===== config.mk =====
export PLATFORM = sky130hd
export DESIGN_NAME = sipo_frame_rx_flat
export DESIGN_NICKNAME = d
export VERILOG_FILES = /design/src/rtl/sipo_frame_rx_if.sv /design/src/rtl/sipo_frame_rx.sv /design/src/flat_wrapper.sv
export SDC_FILE = /design/constraint.sdc
export NUM_CORES = 1
export LEC_CHECK = 0
export CAP_MARGIN = 20
export CELL_PAD_IN_SITES_DETAIL_PLACEMENT = 1
export CELL_PAD_IN_SITES_GLOBAL_PLACEMENT = 2
export CORE_UTILIZATION = 35
export DETAILED_ROUTE_END_ITERATION = 10
export HOLD_SLACK_MARGIN = 0.1
export PLACE_DENSITY = 0.81
export SLEW_MARGIN = 30
export SYNTH_ARGS = -nofsm -noshare
export SYNTH_HDL_FRONTEND = slang
export SYNTH_SLANG_ARGS = --single-unit

===== constraint.sdc =====
create_clock -name clk -period 2.7 [get_ports clk]
set_input_delay 0.27 -clock clk [delete_from_list [all_inputs] [get_ports clk]]
set_output_delay 0.27 -clock clk [all_outputs]
set_load 0.05 [all_outputs]

===== src/rtl/sipo_frame_rx_if.sv =====
// -----------------------------------------------------------------------------
// sipo_frame_rx_if
//   Bundles the serial line and the parallel valid/ready output port of the
//   frame receiver.
//
//   Signals
//     in          serial line into the receiver (idle 0, start 1, stop 0)
//     data_out    last accepted frame payload
//     data_valid  data_out holds an unconsumed word
//     data_ready  consumer side is willing to take the word
//     frame_err   1-cycle pulse: stop bit sampled as 1
//     overrun     1-cycle pulse: good frame dropped, previous word unconsumed
//     busy        receiver is inside a frame
//
//   Handshake: a word moves on every rising clk edge where data_valid and
//   data_ready are both 1. Once data_valid rises, data_out stays stable until
//   that transfer happens. The only exception is reset, which drops the word.
//   data_ready may change freely and has no effect while data_valid is 0.
//
//   Modports
//     master  the receiver (drives data and status, samples line and ready)
//     slave   line driver / consumer (drives line and ready)
// -----------------------------------------------------------------------------
interface sipo_frame_rx_if #(
    parameter int DATA_W = 8
);
    logic              in;
    logic [DATA_W-1:0] data_out;
    logic              data_valid;
    logic              data_ready;
    logic              frame_err;
    logic              overrun;
    logic              busy;

    modport master (
        input  in,
        input  data_ready,
        output data_out,
        output data_valid,
        output frame_err,
        output overrun,
        output busy
    );

    modport slave (
        output in,
        output data_ready,
        input  data_out,
        input  data_valid,
        input  frame_err,
        input  overrun,
        input  busy
    );
endinterface


===== src/rtl/sipo_frame_rx.sv =====
// -----------------------------------------------------------------------------
// sipo_frame_rx
//   Serial-to-parallel frame receiver. A free-running counter divides clk
//   down to one tick per bit period. The line is sampled only in tick cycles.
//   A frame is one start bit (1), DATA_W data bits (LSB first) and one stop
//   bit (0). The payload is presented on a registered valid/ready port.
//   Framing errors and overruns are reported as single-cycle pulses.
//
//   Parameters
//     DATA_W       data bits per frame (>=1)
//     TICK_PERIOD  clk cycles per bit period (>=1)
//
//   Ports
//     clk          system clock, all logic on posedge
//     rst          synchronous, active-high reset
//     bus          sipo_frame_rx_if.master: in, data_out, data_valid,
//                  data_ready, frame_err, overrun, busy
//     dbg_state_o  current FSM state (IDLE=0, DATA=1, STOP=2)
// -----------------------------------------------------------------------------
module sipo_frame_rx #(
    parameter int DATA_W      = 8,
    parameter int TICK_PERIOD = 33554432
) (
    input  logic                 clk,
    input  logic                 rst,
    sipo_frame_rx_if.master      bus,
    output logic [1:0]           dbg_state_o
);

    localparam int CNT_W = $clog2(TICK_PERIOD + 1);
    localparam int BIT_W = $clog2(DATA_W + 1);

    localparam logic [CNT_W-1:0] TICK_LAST = CNT_W'(TICK_PERIOD - 1);
    localparam logic [BIT_W-1:0] BIT_LAST  = BIT_W'(DATA_W - 1);

    localparam logic [1:0] ST_IDLE = 2'd0;
    localparam logic [1:0] ST_DATA = 2'd1;
    localparam logic [1:0] ST_STOP = 2'd2;

    // Registers and their next-state values
    logic [CNT_W-1:0]  tick_cnt_q, tick_cnt_d;
    logic [1:0]        state_q,    state_d;
    logic [BIT_W-1:0]  bit_cnt_q,  bit_cnt_d;
    logic [DATA_W-1:0] shreg_q,    shreg_d;
    logic [DATA_W-1:0] data_q,     data_d;
    logic              valid_q,    valid_d;
    logic              ferr_q,     ferr_d;
    logic              ovr_q,      ovr_d;

    logic tick;
    logic accept;
    logic load;

    // Bit-period tick. The counter is free running and is never re-aligned to
    // the start bit, so the sender is expected to hold each bit for a full
    // period.
    always_comb begin
        tick       = (tick_cnt_q == TICK_LAST);
        tick_cnt_d = tick ? '0 : tick_cnt_q + CNT_W'(1);
    end

    // Frame FSM plus output port next-state logic.
    always_comb begin
        state_d   = state_q;
        bit_cnt_d = bit_cnt_q;
        shreg_d   = shreg_q;
        ferr_d    = 1'b0;
        ovr_d     = 1'b0;
        load      = 1'b0;
        accept    = valid_q & bus.data_ready;

        case (state_q)
            ST_IDLE: begin
                if (tick && bus.in) begin
                    state_d   = ST_DATA;
                    bit_cnt_d = '0;
                end
            end

            ST_DATA: begin
                if (tick) begin
                    // LSB arrives first, so new bits enter at the top and
                    // move down. A shift instead of a part-select keeps
                    // DATA_W=1 legal.
                    shreg_d             = shreg_q >> 1;
                    shreg_d[DATA_W-1]   = bus.in;
                    bit_cnt_d           = bit_cnt_q + BIT_W'(1);
                    if (bit_cnt_q == BIT_LAST) begin
                        state_d = ST_STOP;
                    end
                end
            end

            ST_STOP: begin
                if (tick) begin
                    // A 1 here is a framing error. It is not reused as the
                    // next start bit.
                    state_d = ST_IDLE;
                    if (bus.in) begin
                        ferr_d = 1'b1;
                    end else if (!valid_q || bus.data_ready) begin
                        // The slot is free, or it is emptied in this very
                        // cycle.
                        load = 1'b1;
                    end else begin
                        ovr_d = 1'b1;
                    end
                end
            end

            default: begin
                state_d = ST_IDLE;
            end
        endcase

        // A load wins over an accept. The old word leaves and the new word
        // takes its place in the same edge.
        data_d  = load ? shreg_d : data_q;
        valid_d = load ? 1'b1 : (accept ? 1'b0 : valid_q);
    end

    always_ff @(posedge clk) begin
        if (rst) begin
            tick_cnt_q <= '0;
            state_q    <= ST_IDLE;
            bit_cnt_q  <= '0;
            shreg_q    <= '0;
            data_q     <= '0;
            valid_q    <= 1'b0;
            ferr_q     <= 1'b0;
            ovr_q      <= 1'b0;
        end else begin
            tick_cnt_q <= tick_cnt_d;
            state_q    <= state_d;
            bit_cnt_q  <= bit_cnt_d;
            shreg_q    <= shreg_d;
            data_q     <= data_d;
            valid_q    <= valid_d;
            ferr_q     <= ferr_d;
            ovr_q      <= ovr_d;
        end
    end

    assign bus.data_out   = data_q;
    assign bus.data_valid = valid_q;
    assign bus.frame_err  = ferr_q;
    assign bus.overrun    = ovr_q;
    assign bus.busy       = (state_q != ST_IDLE);
    assign dbg_state_o    = state_q;

endmodule

===== src/flat_wrapper.sv =====
// flat-port wrapper written by rule: the top's interface ports become plain ports
module sipo_frame_rx_flat 
#(
    parameter int DATA_W      = 8,
    parameter int TICK_PERIOD = 33554432
)
  (clk, rst, dbg_state_o, bus_in, bus_data_ready, bus_data_out, bus_data_valid, bus_frame_err, bus_overrun, bus_busy);
  sipo_frame_rx_if #(.DATA_W(DATA_W)) bus_i ();
  input  logic clk;
  input  logic rst;
  output logic [1:0] dbg_state_o;
  input wire logic [$bits(bus_i.in)-1:0] bus_in;
  input wire logic [$bits(bus_i.data_ready)-1:0] bus_data_ready;
  output wire logic [$bits(bus_i.data_out)-1:0] bus_data_out;
  output wire logic [$bits(bus_i.data_valid)-1:0] bus_data_valid;
  output wire logic [$bits(bus_i.frame_err)-1:0] bus_frame_err;
  output wire logic [$bits(bus_i.overrun)-1:0] bus_overrun;
  output wire logic [$bits(bus_i.busy)-1:0] bus_busy;
  assign bus_i.in = bus_in;
  assign bus_i.data_ready = bus_data_ready;
  assign bus_data_out = bus_i.data_out;
  assign bus_data_valid = bus_i.data_valid;
  assign bus_frame_err = bus_i.frame_err;
  assign bus_overrun = bus_i.overrun;
  assign bus_busy = bus_i.busy;
  sipo_frame_rx #(.DATA_W(DATA_W), .TICK_PERIOD(TICK_PERIOD)) u_core (.clk(clk), .rst(rst), .bus(bus_i), .dbg_state_o(dbg_state_o));
endmodule

==> results of run 1 <==
-- registers in the layout, summed over array words and instances, names as in the netlist --
signal	count
u_core.bit_cnt_q	4
u_core.bus.data_out	8
u_core.bus.data_valid	1
u_core.bus.frame_err	1
u_core.bus.overrun	1
u_core.dbg_state_o	2
u_core.shreg_q	8
u_core.tick_cnt_q	26
-- power by group through the flow --
stage	combinational, mW	sequential [mW]	clock (mW)
3_5_place_dp	0.0580	0.780	0
2_1_floorplan	0.0342	0.779	0
4_1_cts	0.0583	0.762	0.472
3_3_place_gp	0.0579	0.779	0
5_1_grt	0.0638	0.764	0.502
6_report	0.0580	0.762	0.450
-- layout make-up --
class                   instances  share of cell area
clock buffers                   6              0.0287
well taps                      96              0.0417
inverters                       7             0.00913
repair buffers                 28              0.0878
multi-input cells             219               0.476
clock inverters                 1             0.00174
flip-flops and latches         51               0.355
-- per-stage QoR --
stage | cell area, µm² | setup WS, ps | hold slack, ps | utilization | std cells
final | 2880 | 499 | 464 | 0.421 | 408
after global routing | 2880 | 347 | 486 | 0.421 | 408
after CTS | 2880 | 482 | 470 | 0.421 | 408
after detailed placement | 2790 | 491 | 456 | 0.409 | 401
after global placement | 2790 | 543 | 441 | 0.409 | 401
after floorplan | 2490 | 677 | 426 | - | 293
-- critical path, delay by kind of cell (launching register included) --
kind	cells	cell delay, ps
DFF	1	430
and+or+nand+nor	3	1290
muxes	1	390
-- per-layer routing --
metal	GRT usage	vias up
met1	0.239	1097
met4	0.0621	0
met3	0.0343	8
met2	0.316	28
li1	-	1111
met5	0	-
-- cell families (layout without fill, tap and decap cells) --
kind of cell | count (synthesis) | in the layout
simple gates | 139 | 139
compound gates | 54 | 54
flops | 51 | 51
buf+inv | 23 | 42
xor+xnor | 13 | 13
mux | 11 | 11
fa+ha+maj | 2 | 2
-- cell usage after synthesis (2+ instances only) --
cell / instances / share of area
o41ai_1: 2 / 0.0070
nand3_1: 17 / 0.034
or3_1: 3 / 0.0075
nand2_1: 27 / 0.041
nor2_1: 20 / 0.030
and2_1: 2 / 0.0050
ha_1: 2 / 0.010
and3_1: 3 / 0.0075
nand4_1: 21 / 0.053
clkbuf_1: 12 / 0.018
o22ai_1: 2 / 0.0050
o32ai_1: 2 / 0.0070
and4_1: 2 / 0.0070
inv_1: 7 / 0.011
nor4_1: 5 / 0.013
or4_1: 7 / 0.021
o311ai_0: 2 / 0.0070
xor2_1: 7 / 0.025
xnor2_1: 6 / 0.021
a211oi_1: 2 / 0.0060
a21oi_1: 24 / 0.048
nor3_1: 5 / 0.010
o21ai_0: 13 / 0.026
mux2_2: 10 / 0.045
dfxtp_1: 51 / 0.41
nor2b_1: 12 / 0.030
nand2b_1: 3 / 0.0075
-- cell usage in the layout (no fill, tap or decap), types with 3 or more instances in the layout --
cell	n
nor2b_1	12
xor2_1	7
or3_1	3
nor4_1	5
nand3_1	17
nand2_1	27
nor3_1	5
inv_1	7
buf_4	11
clkbuf_8	6
or4_1	7
nand4_1	21
clkdlybuf4s50_1	17
dfxtp_1	51
o21ai_0	13
and3_1	3
a21oi_1	24
mux2_2	10
nor2_1	20
nand2b_1	3
xnor2_1	6
-- how the worst max path moves through the flow --
stage / cells past startpoint / endpoint / slack [ps] / startpoint
floorplan: 5 / u_core.bus.data_out[0] / 680 / u_core.tick_cnt_q[6]
detailed placement: 4 / u_core.bus.data_out[1] / 490 / u_core.tick_cnt_q[6]
finish: 4 / u_core.bus.data_out[1] / 500 / u_core.tick_cnt_q[6]
global route: 4 / u_core.bus.data_out[0] / 350 / u_core.tick_cnt_q[6]
CTS: 4 / u_core.bus.data_out[1] / 480 / u_core.tick_cnt_q[6]
global placement: 4 / u_core.bus.data_out[5] / 540 / u_core.tick_cnt_q[6]
==> flow_summary.ini, run 1 <==
[outcome]
status = finished clean

[layout]
regArea_mm2 = 0.00102
area_delta_synth_final_pct = 15.6
diodes = 0
nFillCells = 834
final_nets = 318
drive_above_1_share = 0.112
multi_input_area_mm2 = 0.00137

[cts]
cts_hold_buffers = 0
clkLatencyLatePin_ps = 310
h-tree-depth = 2
cts.clk_slew.worst_paths_ps = 90
cts_tree = built
post_cts_buffers = 0
clk_path_buf_depth = 2
cts-resized-gates = 0
cts_inserted_buffers = 5
clkSinkCount = 51
cts_root_buf = clkbuf_8

[hold_path]
worstHoldStart = u_core.bus.data_out[7]
min_path_type = flop to flop
hold_depth = 2
hold_end = u_core.bus.data_out[7]

[drt]
drt_iter0_markers = 123
ant_nets = 0
drt_first_pass_iters = 4
wl_met1_um = 3200
drc = 0
vias_per_cell = 5.50
highest_layer = met4
finalWirelength_um = 6520
wl_met3_um = 169
dr_wl_met2_um = 3050
post_drt_wl_per_cell_um = 16.0
vias = 2244

[timing]
grt_setup_unrepaired = no
fin_skew_ps = 10.6
max_freq_mhz = 454
drv_slew = 0
tightestPinTransition_ps = 509
hold_viol = 0
final-setup-viol-count = 0
slew_headroom = 0.660
period_minus_slack_ps = 2200
post-route-period-util = 0.815
tns_ps = 0

[die]
design.core.area_mm2 = 0.00683
ios = 18
rows = 30
start_util = 0.365
dieArea_mm2 = 0.00746
die_width_um = 86.4
die_y_um = 86.4

[synthesis]
syn_avg_cell_area_um2 = 8.50
synth_xor_area_frac = 0.0457
synthFlopType = dfxtp_1
syn-cell-area_mm2 = 0.00249
yosysWarnings = 0
synthAdderAreaFrac = 0.0100
synth_mux_area_frac = 0.0492
synth-seq-cells = 51
synthSimpleGateAreaFrac = 0.318
ys_async_sr_fraction = 0
synth_top_family_by_area = simple AND/OR/NAND/NOR gates
synthesis.nets = 299
synth_enable_flop_cells = 0
synth_compound_area_frac = 0.127
yosysUniqueCellTypes = 51
ys_seq_area_frac = 0.410
synthCells = 293

[pwr]
powerDensity_mw_per_mm2 = 441
swShare = 0.230
combPwrFrac = 0.046
power_leakage_nw = 0.924
p_switching_mw = 0.293
power_mw = 1.27
ir_drop_uv = 189
seqPwrFrac = 0.600
p_clk_frac = 0.354
p_int_mw = 0.977

[global_routing]
grt_start_max_net_pins = 44
grt_usage = 0.186
antenna_found_initial = 0
grt_pass1_vias = 2243
overflow = 0
grt_pass1_wl_um = 10800

[worst_setup_path]
crit_arrival_ps = 2410
r2r_start = u_core.tick_cnt_q[6]
r2r_slack_ps = 500
max_stage_delay_ps = 630
reg2regPathDepth = 4
crit_required_ps = 2900
endpoint_kind = flop
crit_chain = nand3_1 -> or4_1 -> nor3_4 -> mux2_2
cp_slowest_cell = or4_1
critPathKind = flop to flop
rr_endpoint = u_core.bus.data_out[1]
crit_path_max_fanout = 8
worstSetupStartpointType = flop

[run]
max_cap_violations = 0

[placement]
gp_congestion = 0.744
dp_hpwl_um = 4500
portBuffers = 17
No activity file was read; power rests on OpenSTA's default activity.
==> run 2, diff against run 1 <==
--- a/config.mk
+++ b/config.mk
@@ -8,10 +8,10 @@
 export CAP_MARGIN = 20
 export CELL_PAD_IN_SITES_DETAIL_PLACEMENT = 1
 export CELL_PAD_IN_SITES_GLOBAL_PLACEMENT = 2
-export CORE_UTILIZATION = 35
+export CORE_UTILIZATION = 32
 export DETAILED_ROUTE_END_ITERATION = 10
 export HOLD_SLACK_MARGIN = 0.1
-export PLACE_DENSITY = 0.81
+export PLACE_DENSITY = 0.78
 export SLEW_MARGIN = 30
 export SYNTH_ARGS = -nofsm -noshare
 export SYNTH_HDL_FRONTEND = slang
==> constraint.sdc (replaced) <==
create_clock -name clk -period 1.86 [get_ports clk]
set_input_delay 0.186 -clock clk [delete_from_list [all_inputs] [get_ports clk]]
set_output_delay 0.186 -clock clk [all_outputs]
set_load 0.05 [all_outputs]
==> run 2 against run 1 <==
Effect of this change:
- the run now ends with setup timing left
- cell area increased by 22%
- sequential share of layout area decreased by 5.7 points
- critical path depth increased by 1
- die area increased by 9.2%
- first-iteration DRC count decreased by 7.3%
==> flow_summary.ini, run 2 (synthesis gave the netlist of run 1 again) <==
[outcome]
status = complete, but fails checks
violations = setup timing

[timing]
period_minus_slack_ps = 1930
layout_setup_ws_ps = -72.8
post-route-period-util = 1.04
holdWs_ps = 476
hold_viol = 0
slew_headroom = 0.663
fin_skew_ps = 14.3
tightestPinTransition_ps = 504
grt_setup_unrepaired = yes
final-setup-viol-count = 8
drv_slew = 0
max_freq_mhz = 517

[cts]
cts_tree = built
h-tree-depth = 2
cts_root_buf = clkbuf_8
cts_inserted_buffers = 5
clkSinkCount = 51
clk_path_buf_depth = 2
cts_hold_buffers = 0
clkLatencyLatePin_ps = 320
cts.clk_slew.worst_paths_ps = 100

[drt]
drt_iter0_markers = 114
vias_per_cell = 5.36
ant_nets = 0
highest_layer = met4
drc = 0
vias = 2460
dr_wl_met2_um = 3480
post_drt_wl_per_cell_um = 16.4
finalWirelength_um = 7540
drt_first_pass_iters = 4
wl_met3_um = 190
wl_met1_um = 3750

[pwr]
power_mw = 2.04
power_leakage_nw = 1.24
powerDensity_mw_per_mm2 = 579
ir_drop_uv = 277

[worst_setup_path]
cp_slowest_cell = or4_4
rr_endpoint = u_core.bit_cnt_q[1]
critPathKind = flop to flop
worstSetupStartpointType = flop
crit_start = u_core.tick_cnt_q[8]
critPathCapture = u_core.bit_cnt_q[1]
crit_arrival_ps = 2190
reg2regPathDepth = 5
r2r_start = u_core.tick_cnt_q[8]
crit_path_max_fanout = 5
max_stage_delay_ps = 630
r2r_slack_ps = -70
endpoint_kind = flop
crit_chain = nand4_1 -> or4_4 -> buf_6 -> or4b_1 -> o21ai_1
crit_required_ps = 2110

[layout]
final_cell_mix = buf_4, dfxtp_1, nand2_1
max_flop_register = u_core.tick_cnt_q
final_nets = 365
largest_reg_flops = 26
drive_above_1_share = 0.350
layout_commonest_cell = buf_4
area_delta_synth_final_pct = 41.5
diodes = 0

[global_routing]
antenna_found_initial = 0
overflow = 0
grt_usage = 0.190
grt_pass1_wl_um = 12400
grt_start_max_net_pins = 31
grt_pass1_vias = 2367

[die]
die_width_um = 90.2
dieArea_mm2 = 0.00814
die_y_um = 90.2
start_util = 0.338
rows = 31
ios = 18
design.core.area_mm2 = 0.00737

[hold_path]
worstHoldStart = u_core.bus.data_out[7]
min_path_type = flop to flop

[run]
max_cap_violations = 0

[placement]
portBuffers = 17
gp_congestion = 0.766
dp_hpwl_um = 5120
==> run 2: cell types whose count changed in the layout (fill, tap and decap cells not counted), moves of 4 or more <==
cell	delta
or4_1	-4
buf_6	+4
or4_4	+5
dfxtp_2	+13
dfxtp_1	-16
buf_4	+39
o21ai_1	+4
o21ai_0	-8
==> run 2: critical path, delay by kind of cell, from the launching register on <==
family	cells	cell delay (ps)
AOI/OAI and AO/OA	1	80
buffers and inverters	1	170
DFF	1	360
and+or+nand+nor	3	1270
==> run 2: per-layer routing <==
metal	vias up	global-route usage
li1	1207	-
met1	1210	0.275
met2	33	0.286
met3	10	0.0347
met4	0	0.0578
met5	-	0
==> run 2: worst min-delay path by stage <==
stage               depth (start not counted)                     end  slack [ps]
finish                                      2  u_core.bus.data_out[7]         480
global route                                2  u_core.bus.data_out[7]         490
CTS                                         2  u_core.bus.data_out[7]         480
detailed placement                          2  u_core.bus.data_out[7]         460
global placement                            2  u_core.bus.data_out[7]         440
floorplan                                   2       u_core.shreg_q[7]         360
==> run 2: final cells by class <==
cell class,instances,area (µm²)
fill,840,3840
multi-input combinational,220,1560
sequential,51,1050
timing repair buffer,74,649
tap,99,124
clock buffer,5,68.8
clock inverter,3,47.5
inverter,7,26.3
==> run 2: repair_timing <==
action                                  in CTS  in global routing
cloned                                       1                  0
pin swaps                                    7                  7
setup buffers                                4                  4
endpoints found under the setup margin      40                 44
gates resized for setup                     23                 32
==> run 2: power breakdown <==
group / total [mW] / switching, mW / internal [mW]
clock network: 0.819 / 0.411 / 0.409
registers: 1.10 / 0.00566 / 1.10
logic: 0.121 / 0.0706 / 0.0502
total: 2.04 / 0.487 / 1.55
==> run 2: through the flow <==
stage          utilization  cells  setup WS [ps]  TNS, ps  cell area, µm²
3_5_place_dp         0.427    442           -199    -1290            3150
5_1_grt              0.478    459           -123    -1380            3530
4_1_cts              0.456    455          -65.4     -310            3360
2_1_floorplan            -    293          -42.2     -253            2520
3_3_place_gp         0.427    442           -102     -752            3150
6_report             0.478    459          -72.8     -274            3530
==> run 3, diff against run 2 <==
--- a/config.mk
+++ b/config.mk
@@ -8,6 +8,7 @@
 export CAP_MARGIN = 20
 export CELL_PAD_IN_SITES_DETAIL_PLACEMENT = 1
 export CELL_PAD_IN_SITES_GLOBAL_PLACEMENT = 2
+export CORE_MARGIN = 5
 export CORE_UTILIZATION = 32
 export DETAILED_ROUTE_END_ITERATION = 10
 export HOLD_SLACK_MARGIN = 0.1
==> run 3 against run 2 <==
Effect of this change:
- the flow still finishes with violations (setup timing)
- sequential cell count stayed put
- cell count grew 2.2%
- clock power fell by 16%
- non-clock buffer count grew 7
- highest routed layer unchanged
==> flow_summary.ini, run 3 (synthesis gave the netlist of run 1 again) <==
[worst_setup_path]
rr_endpoint = u_core.tick_cnt_q[23]
crit_start = u_core.tick_cnt_q[14]
critPathKind = flop to flop
r2r_slack_ps = -30
worstSetupStartpointType = flop
crit_chain = buf_6 -> nand3_4 -> or4_4 -> or4_1 -> a21oi_1
r2r_start = u_core.tick_cnt_q[14]
max_stage_delay_ps = 610
crit_required_ps = 2090
critPathBufInv = 1
reg2regPathDepth = 5
crit_path_max_fanout = 6
cp_slowest_cell = or4_4
crit_arrival_ps = 2120
cpLargestDelayFamily = simple AND/OR/NAND/NOR gates
endpoint_kind = flop

[timing]
grt_setup_unrepaired = yes
final-setup-viol-count = 3
post-route-period-util = 1.02
holdWs_ps = 477
tightestPinTransition_ps = 548
period_minus_slack_ps = 1890
drv_slew = 0
slew_headroom = 0.634
hold_viol = 0
max_freq_mhz = 528
fin_skew_ps = 13.2
layout_setup_ws_ps = -32.2

[hold_path]
hold_end = u_core.bus.data_out[7]
hold_depth = 2
worstHoldStart = u_core.bus.data_out[7]
min_path_type = flop to flop

[pwr]
p_switching_mw = 0.456
swShare = 0.240
power_mw = 1.90
p_int_mw = 1.44
seqPwrFrac = 0.581
powerDensity_mw_per_mm2 = 530
combPwrFrac = 0.058
ir_drop_uv = 401
power_leakage_nw = 1.28
p_clk_frac = 0.361

[drt]
drt_first_pass_iters = 4
finalWirelength_um = 8140
drc = 0
drt_iter0_markers = 62
vias_per_cell = 5.34
vias = 2505
post_drt_wl_per_cell_um = 17.4
ant_nets = 0

[die]
ios = 18
start_util = 0.326
dieArea_mm2 = 0.00965
die_y_um = 98.2
die_width_um = 98.2
design.core.area_mm2 = 0.00765
rows = 32

[global_routing]
antenna_found_initial = 0
grt_pass1_vias = 2596
grt_pass1_wl_um = 12700
grt_start_max_net_pins = 37
overflow = 0
grt_usage = 0.160

[layout]
diodes = 0
fin_util = 0.469
final_cell_mix = buf_4, dfxtp_1, nand2_1
layout_commonest_cell = buf_4
max_flop_register = u_core.tick_cnt_q
fin_area_mm2 = 0.00358
final_nets = 372
largest_reg_flops = 26
area_delta_synth_final_pct = 43.8
nFillCells = 885
drive_above_1_share = 0.357

[cts]
cts_root_buf = clkbuf_8
clk_path_buf_depth = 2
cts_tree = built
h-tree-depth = 2
cts_inserted_buffers = 5
clkSinkCount = 51
cts.clk_slew.worst_paths_ps = 100
clkLatencyLatePin_ps = 300

[placement]
dp_hpwl_um = 5410
placed_area_mm2 = 0.00315
gp_congestion = 0.813
portBuffers = 17

[outcome]
violations = setup timing
status = complete, but fails checks

[run]
max_cap_violations = 0
run 3: tightest hold or removal path: cells and delay by family (launching register included):
family | cells | cell delay [ps]
muxes | 1 | 50
and+or+nand+nor | 1 | 50
DFF | 1 | 330
run 3: how the worst max path moves through the flow:
stage,cells past startpoint,to
floorplan,5,u_core.bus.data_out[0]
global placement,4,u_core.dbg_state_o[0]
detailed placement,5,u_core.tick_cnt_q[25]
CTS,5,u_core.bit_cnt_q[1]
global route,5,u_core.dbg_state_o[0]
finish,5,u_core.tick_cnt_q[23]
run 3: metal layers:
layer	vias up	routed length [µm]	GRT usage	share of wire
met4	0	187	0.0546	0.023
met3	14	231	0.0264	0.028
li1	1223	-	-	-
met1	1237	3810	0.209	0.47
met5	-	0	0	0
met2	31	3910	0.269	0.48
run 3: cell type report:
class	count	area, µm²	share of cell area
Clock buffer	7	86.3	0.0241
Clock inverter	1	8.76	0.00244
Multi-Input combinational cell	220	1580	0.440
Inverter	7	26.3	0.00733
Tap cell	102	128	0.0356
Timing Repair Buffer	81	701	0.196
Sequential cell	51	1060	0.295
run 3: power groups by stage:
| stage | Combinational, mW | Sequential (mW) | Clock [mW] |
|---|---|---|---|
| floorplan | 0.0501 | 1.13 | 0 |
| global placement | 0.100 | 1.13 | 0 |
| detailed placement | 0.102 | 1.13 | 0 |
| CTS | 0.103 | 1.10 | 0.707 |
| global route | 0.121 | 1.11 | 0.740 |
| finish | 0.110 | 1.10 | 0.685 |
run 3: per-stage QoR:
stage	TNS (ps)	std cells	setup WS (ps)
3_3_place_gp	-348	447	-83.5
2_1_floorplan	-253	293	-42.2
4_1_cts	-366	460	-53.4
5_1_grt	-831	469	-125
3_5_place_dp	-1030	447	-83.6
6_report	-78.4	469	-32.2
run 3: timing repair:
item	CTS	global route
gates resized for setup	19	47
setup endpoints to repair	21	46
setup buffers	4	8
hold buffers	0	0
pin swaps	12	16
gates cloned	1	1
==> edit 1: new RTL, flow settings as in run 2 <==
`TICK_PERIOD` is set to 33554432 in 2 places; all go to 8388608.
--- a/src/rtl/sipo_frame_rx.sv
+++ b/src/rtl/sipo_frame_rx.sv
@@ -19,7 +19,7 @@
 // -----------------------------------------------------------------------------
 module sipo_frame_rx #(
     parameter int DATA_W      = 8,
-    parameter int TICK_PERIOD = 33554432
+    parameter int TICK_PERIOD = 8388608
 ) (
     input  logic                 clk,
     input  logic                 rst,
--- a/src/flat_wrapper.sv
+++ b/src/flat_wrapper.sv
@@ -2,7 +2,7 @@
 module sipo_frame_rx_flat 
 #(
     parameter int DATA_W      = 8,
-    parameter int TICK_PERIOD = 33554432
+    parameter int TICK_PERIOD = 8388608
 )
   (clk, rst, dbg_state_o, bus_in, bus_data_ready, bus_data_out, bus_data_valid, bus_frame_err, bus_overrun, bus_busy);
   sipo_frame_rx_if #(.DATA_W(DATA_W)) bus_i ();
Function: same outputs for any inputs over 10 cycles, from zero or initial values and one cycle with rst high; that may be too few to reach the edited logic, so the function may still have changed.
==> edit 1 against run 2 <==
  * The flow finishes with violations (DRC, setup timing)
  * Count of clock-buffer cells in the layout is 1 higher
  * Worst setup slack worse by 0.052 ns
  * Area after synthesis is 13% lower
  * Critical endpoint is now u_core.bus.data_out[3]
  * Non-clock buffer count is 6 higher
  * Cell area is 9.5% lower
  * Total power is 3.5% lower
  * First-iteration DRC count is 54% lower
  * Sequential cell count is 2 lower
  * Largest power group unchanged
  * Sequential share of layout area is 1.1 points higher
  * Wire length is 11% lower
==> edit 1: results (changes against run 2) <==
Run status
  – Status: finished with violations (unchanged)
  – Violated checks: DRC, setup timing (was setup timing)

Drt
  – M1 WL: 3210 um (was 3750 um)
  – Starting DRC count in detailed routing: 53 (was 114)
  – Post-detailed-route wirelength per cell: 17.0 um (was 16.4 um)
  – DRC: 2 (was 0)
  – Met3 wire length: 146 um (was 190 um)
  – Vias/cell: 5.43 (was 5.36)

Finish
  – CLK BUF: 6 (was 5)
  – Non-clk buf share: 0.213 (was 0.184)
  – Synth-to-layout area growth: 46.4% (was 41.5%)
  – Layout Nets: 322 (was 365)
  – Non-clock buffers: 80 (was 74)
  – Fraction of area in multi-input gates: 0.404 (was 0.443)
  – Multi-input gates: 174 (was 220)

Global routing
  – Met3 usage: 0.0265 (was 0.0347)
  – Total GRT Usage: 0.177 (was 0.190)
  – GRT met2 Usage: 0.313 (was 0.286)
  – M1 GR Usage: 0.227 (was 0.275)

Synthesis
  – Top cells by count, synth: dfxtp_1 (49), nand2_1 (23), nor2_1 (15) (was dfxtp_1 (51), nand2_1 (27), a21oi_1 (24))
  – Area contributors post-synth: dfxtp_1 (45%), nand2_1 (4.0%), mux2i_1 (3.2%) (was dfxtp_1 (41%), nand4_1 (5.3%), a21oi_1 (4.8%))
  – Register area share after synthesis: 0.450 (was 0.410)
  – Library cells used by synthesis: 42 (was 51)

Placement
  – Hpwl dp: 4300 um (was 5120 um)
  – Cell count after placement: 377 (was 442)
  – Routability Congestion: 0.738 (was 0.766)

Clocking
  – Post-CTS setup buffer count: 2 (was 4)

Setup path
  – Slowest CP cell: or3_4 (was or4_4)
  – CP endpoint: u_core.bus.data_out[3] (was u_core.bit_cnt_q[1])

Power and ir drop
  – Static leakage: 1.18 nW (was 1.24 nW)

STA
  – Post-route setup slack: -0.125 ns (was -0.0728 ns)
  – Final setup viols: 33 (was 8)
[edit 1: cell count changes in the layout (fill, tap and decap cells not counted), moves of 6 or more]
cell	before	now
nand4_1	21	5
a21oi_1	21	7
dfxtp_1	35	46
buf_4	50	60
dfxtp_2	13	3
mux2_2	9	0
mux2i_1	1	7
[edit 1: cell families after synthesis]
| kind of cell | after synthesis | share of synthesized area |
|---|---|---|
| XOR/XNOR | 10 | 0.0402 |
| adder cells (fa/ha/maj) | 2 | 0.0115 |
| buffers and inverters | 21 | 0.0408 |
| AND/OR/NAND/NOR | 104 | 0.262 |
| multiplexers | 7 | 0.0321 |
| flip-flops | 49 | 0.450 |
| AO/OA/AOI/OAI | 50 | 0.164 |
[edit 1: where the power goes]
part	internal [W]	switching [W]
registers	0.00105	0.00000599
clock network	0.000438	0.000377
logic	0.0000476	0.0000476
total	0.00154	0.000431
[edit 1: tightest hold or removal path, stage by stage (launching register included)]
cell     delay (ns)
dfxtp_1        0.32
inv_1          0.06
o41ai_2        0.07
==> edit 2: new RTL, flow settings as in run 2 <==
Made on the original files. Compare `bit_cnt_q` against `BIT_LAST` with >= in place of ==.
--- a/src/rtl/sipo_frame_rx.sv
+++ b/src/rtl/sipo_frame_rx.sv
@@ -85,7 +85,7 @@
                     shreg_d             = shreg_q >> 1;
                     shreg_d[DATA_W-1]   = bus.in;
                     bit_cnt_d           = bit_cnt_q + BIT_W'(1);
-                    if (bit_cnt_q == BIT_LAST) begin
+                    if (bit_cnt_q >= BIT_LAST) begin
                         state_d = ST_STOP;
                     end
                 end
Formal check against the unedited RTL: no difference found for any inputs over 10 cycles, from zero or initial values and one cycle with rst high; that may be too few to reach the edited logic, so the function may still have changed.
==> edit 2 against run 2 <==
  * The flow still finishes with violations (setup timing)
  * Global-route usage decreased by 1.5 points
  * Worst setup slack worse by 0.017 ns
  * Count of clock-buffer cells in the layout rose by 2
  * Total power decreased by 11%
  * Area after synthesis shrank 5.1%
  * Sequential cell count unchanged
  * Wire length decreased by 15%
  * Cell area is 7.1% lower
  * Critical path type unchanged
  * Largest power group unchanged
==> edit 2: results (changes against run 2) <==
Run status
  – Status: finished with violations (unchanged)
  – Violated checks: setup timing (unchanged)

Placement
  – IO Port Bufs: 17 (unchanged)
  – Cell count after placement: 413 (was 442)
  – Place WS: -0.0965 ns (was -0.199 ns)
  – Area after DPL: 0.00302 mm2 (was 0.00315 mm2)
  – Routability Congestion: 0.762 (was 0.766)
  – Hpwl dp: 4530 um (was 5120 um)

Setup path
  – R2R Path End: u_core.bit_cnt_q[2] (was u_core.bit_cnt_q[1])
  – CP arrival: 2.15 ns (was 2.19 ns)
  – Critical path launch point: u_core.tick_cnt_q[1] (was u_core.tick_cnt_q[8])
  – Critical path type: reg2reg (unchanged)
  – CP Max Fanout: 7 (was 5)
  – R2r setup slk: -0.09 ns (was -0.07 ns)

Finish
  – Final non-filler cell total: 429 (was 459)
  – Number of flip-flops under the largest register name: 26 (unchanged)
  – Share of layout cells above drive strength 1: 0.300 (was 0.350)
  – Largest register by flop count: u_core.tick_cnt_q (unchanged)
  – Layout Nets: 338 (was 365)

Global routing
  – First-pass GRT wire length: 10500 um (was 12400 um)
  – Total GRT Usage: 0.175 (was 0.190)
  – Vias in the first global route: 2268 (was 2367)
  – Largest net degree at the start of global routing: 23 (was 31)

Power and ir drop
  – Comb group: 0.0000807 W (was 0.000121 W)
  – Internal power consumption: 0.00140 W (was 0.00155 W)
  – Seq power: 0.00110 W (about the same)
  – Static leakage: 1.24 nW (about the same)
  – Combinational power share: 0.044 (was 0.059)
  – Max VDD drop: 0.298 mV (was 0.277 mV)

Synthesis
  – Synth Area in XOR/XNOR: 0.0482 (was 0.0457)
  – Synthesized-area fraction occupied by adder cells: 0.0106 (was 0.0100)
  – Area contributors post-synth: dfxtp_1 (43%), nor2_1 (4.6%), nand3_1 (4.4%) (was dfxtp_1 (41%), nand4_1 (5.3%), a21oi_1 (4.8%))
  – Register area share after synthesis: 0.432 (was 0.410)
  – Top cells by count, synth: dfxtp_1 (51), nor2_1 (29), nand3_1 (21) (was dfxtp_1 (51), nand2_1 (27), a21oi_1 (24))
  – Syn Area/Cell: 8.85 um2 (was 8.50 um2)
  – Library cells used by synthesis: 42 (was 51)
  – Mux cell area share after synthesis: 0.0672 (was 0.0492)
  – Async SR Flop Fraction: 0 (unchanged)
  – Syn nets: 273 (was 299)
  – Compound-Gate Fraction of Synth Area: 0.136 (was 0.127)

Hold path
  – Worst min-delay path class: reg2reg (unchanged)

Drt
  – DR pass1 iterations: 4 (unchanged)
  – Final wirelength: 6430 um (was 7540 um)
  – Vias/cell: 5.11 (was 5.36)
  – Starting DRC count in detailed routing: 55 (was 114)

Clocking
  – Clk_lat worst skew: 0.30 ns (was 0.32 ns)
  – CTS buffer count: 5 (unchanged)
  – Post-cts sizing count: 9 (was 23)
  – Post-CTS setup buffer count: 1 (was 4)

STA
  – Actual slew at the worst max-slew pin: 0.516 ns (was 0.504 ns)
  – Post-route setup slack: -0.0895 ns (was -0.0728 ns)
  – Setup TNS: -0.193 ns (was -0.274 ns)
  – Hold WS: 0.471 ns (was 0.476 ns)
  – Fin Clk Skew: 0.00976 ns (was 0.0143 ns)
  – Final setup viols: 6 (was 8)
==> edit 2: critical path: stages, from the launching register on <==
cell and delay [ns]:
dfxtp_4 0.37, ha_4 0.14, nand4_4 0.07, or4_4 0.57
or4_1 0.42, a32o_1 0.27
==> edit 2: cell type report <==
| cell class | count | area, um2 |
|---|---|---|
| multi-input combinational | 195 | 1410 |
| inverter | 8 | 30.0 |
| timing repair buffer | 71 | 602 |
| fill | 835 | 3710 |
| clock buffer | 7 | 76.3 |
| sequential | 51 | 1030 |
| tap | 96 | 120 |
| clock inverter | 1 | 5.00 |
==> edit 2: layer usage <==
layer	share of wire	global-route usage
met5	0	0
met2	0.51	0.319
met3	0.013	0.0302
met1	0.47	0.212
met4	0.0085	0.0417
==> edit 2: kinds of logic after synthesis <==
group	count (synthesis)
xor+xnor	13
fa+ha+maj	2
flops	51
compound gates	51
mux	15
simple gates	114
buf+inv	21
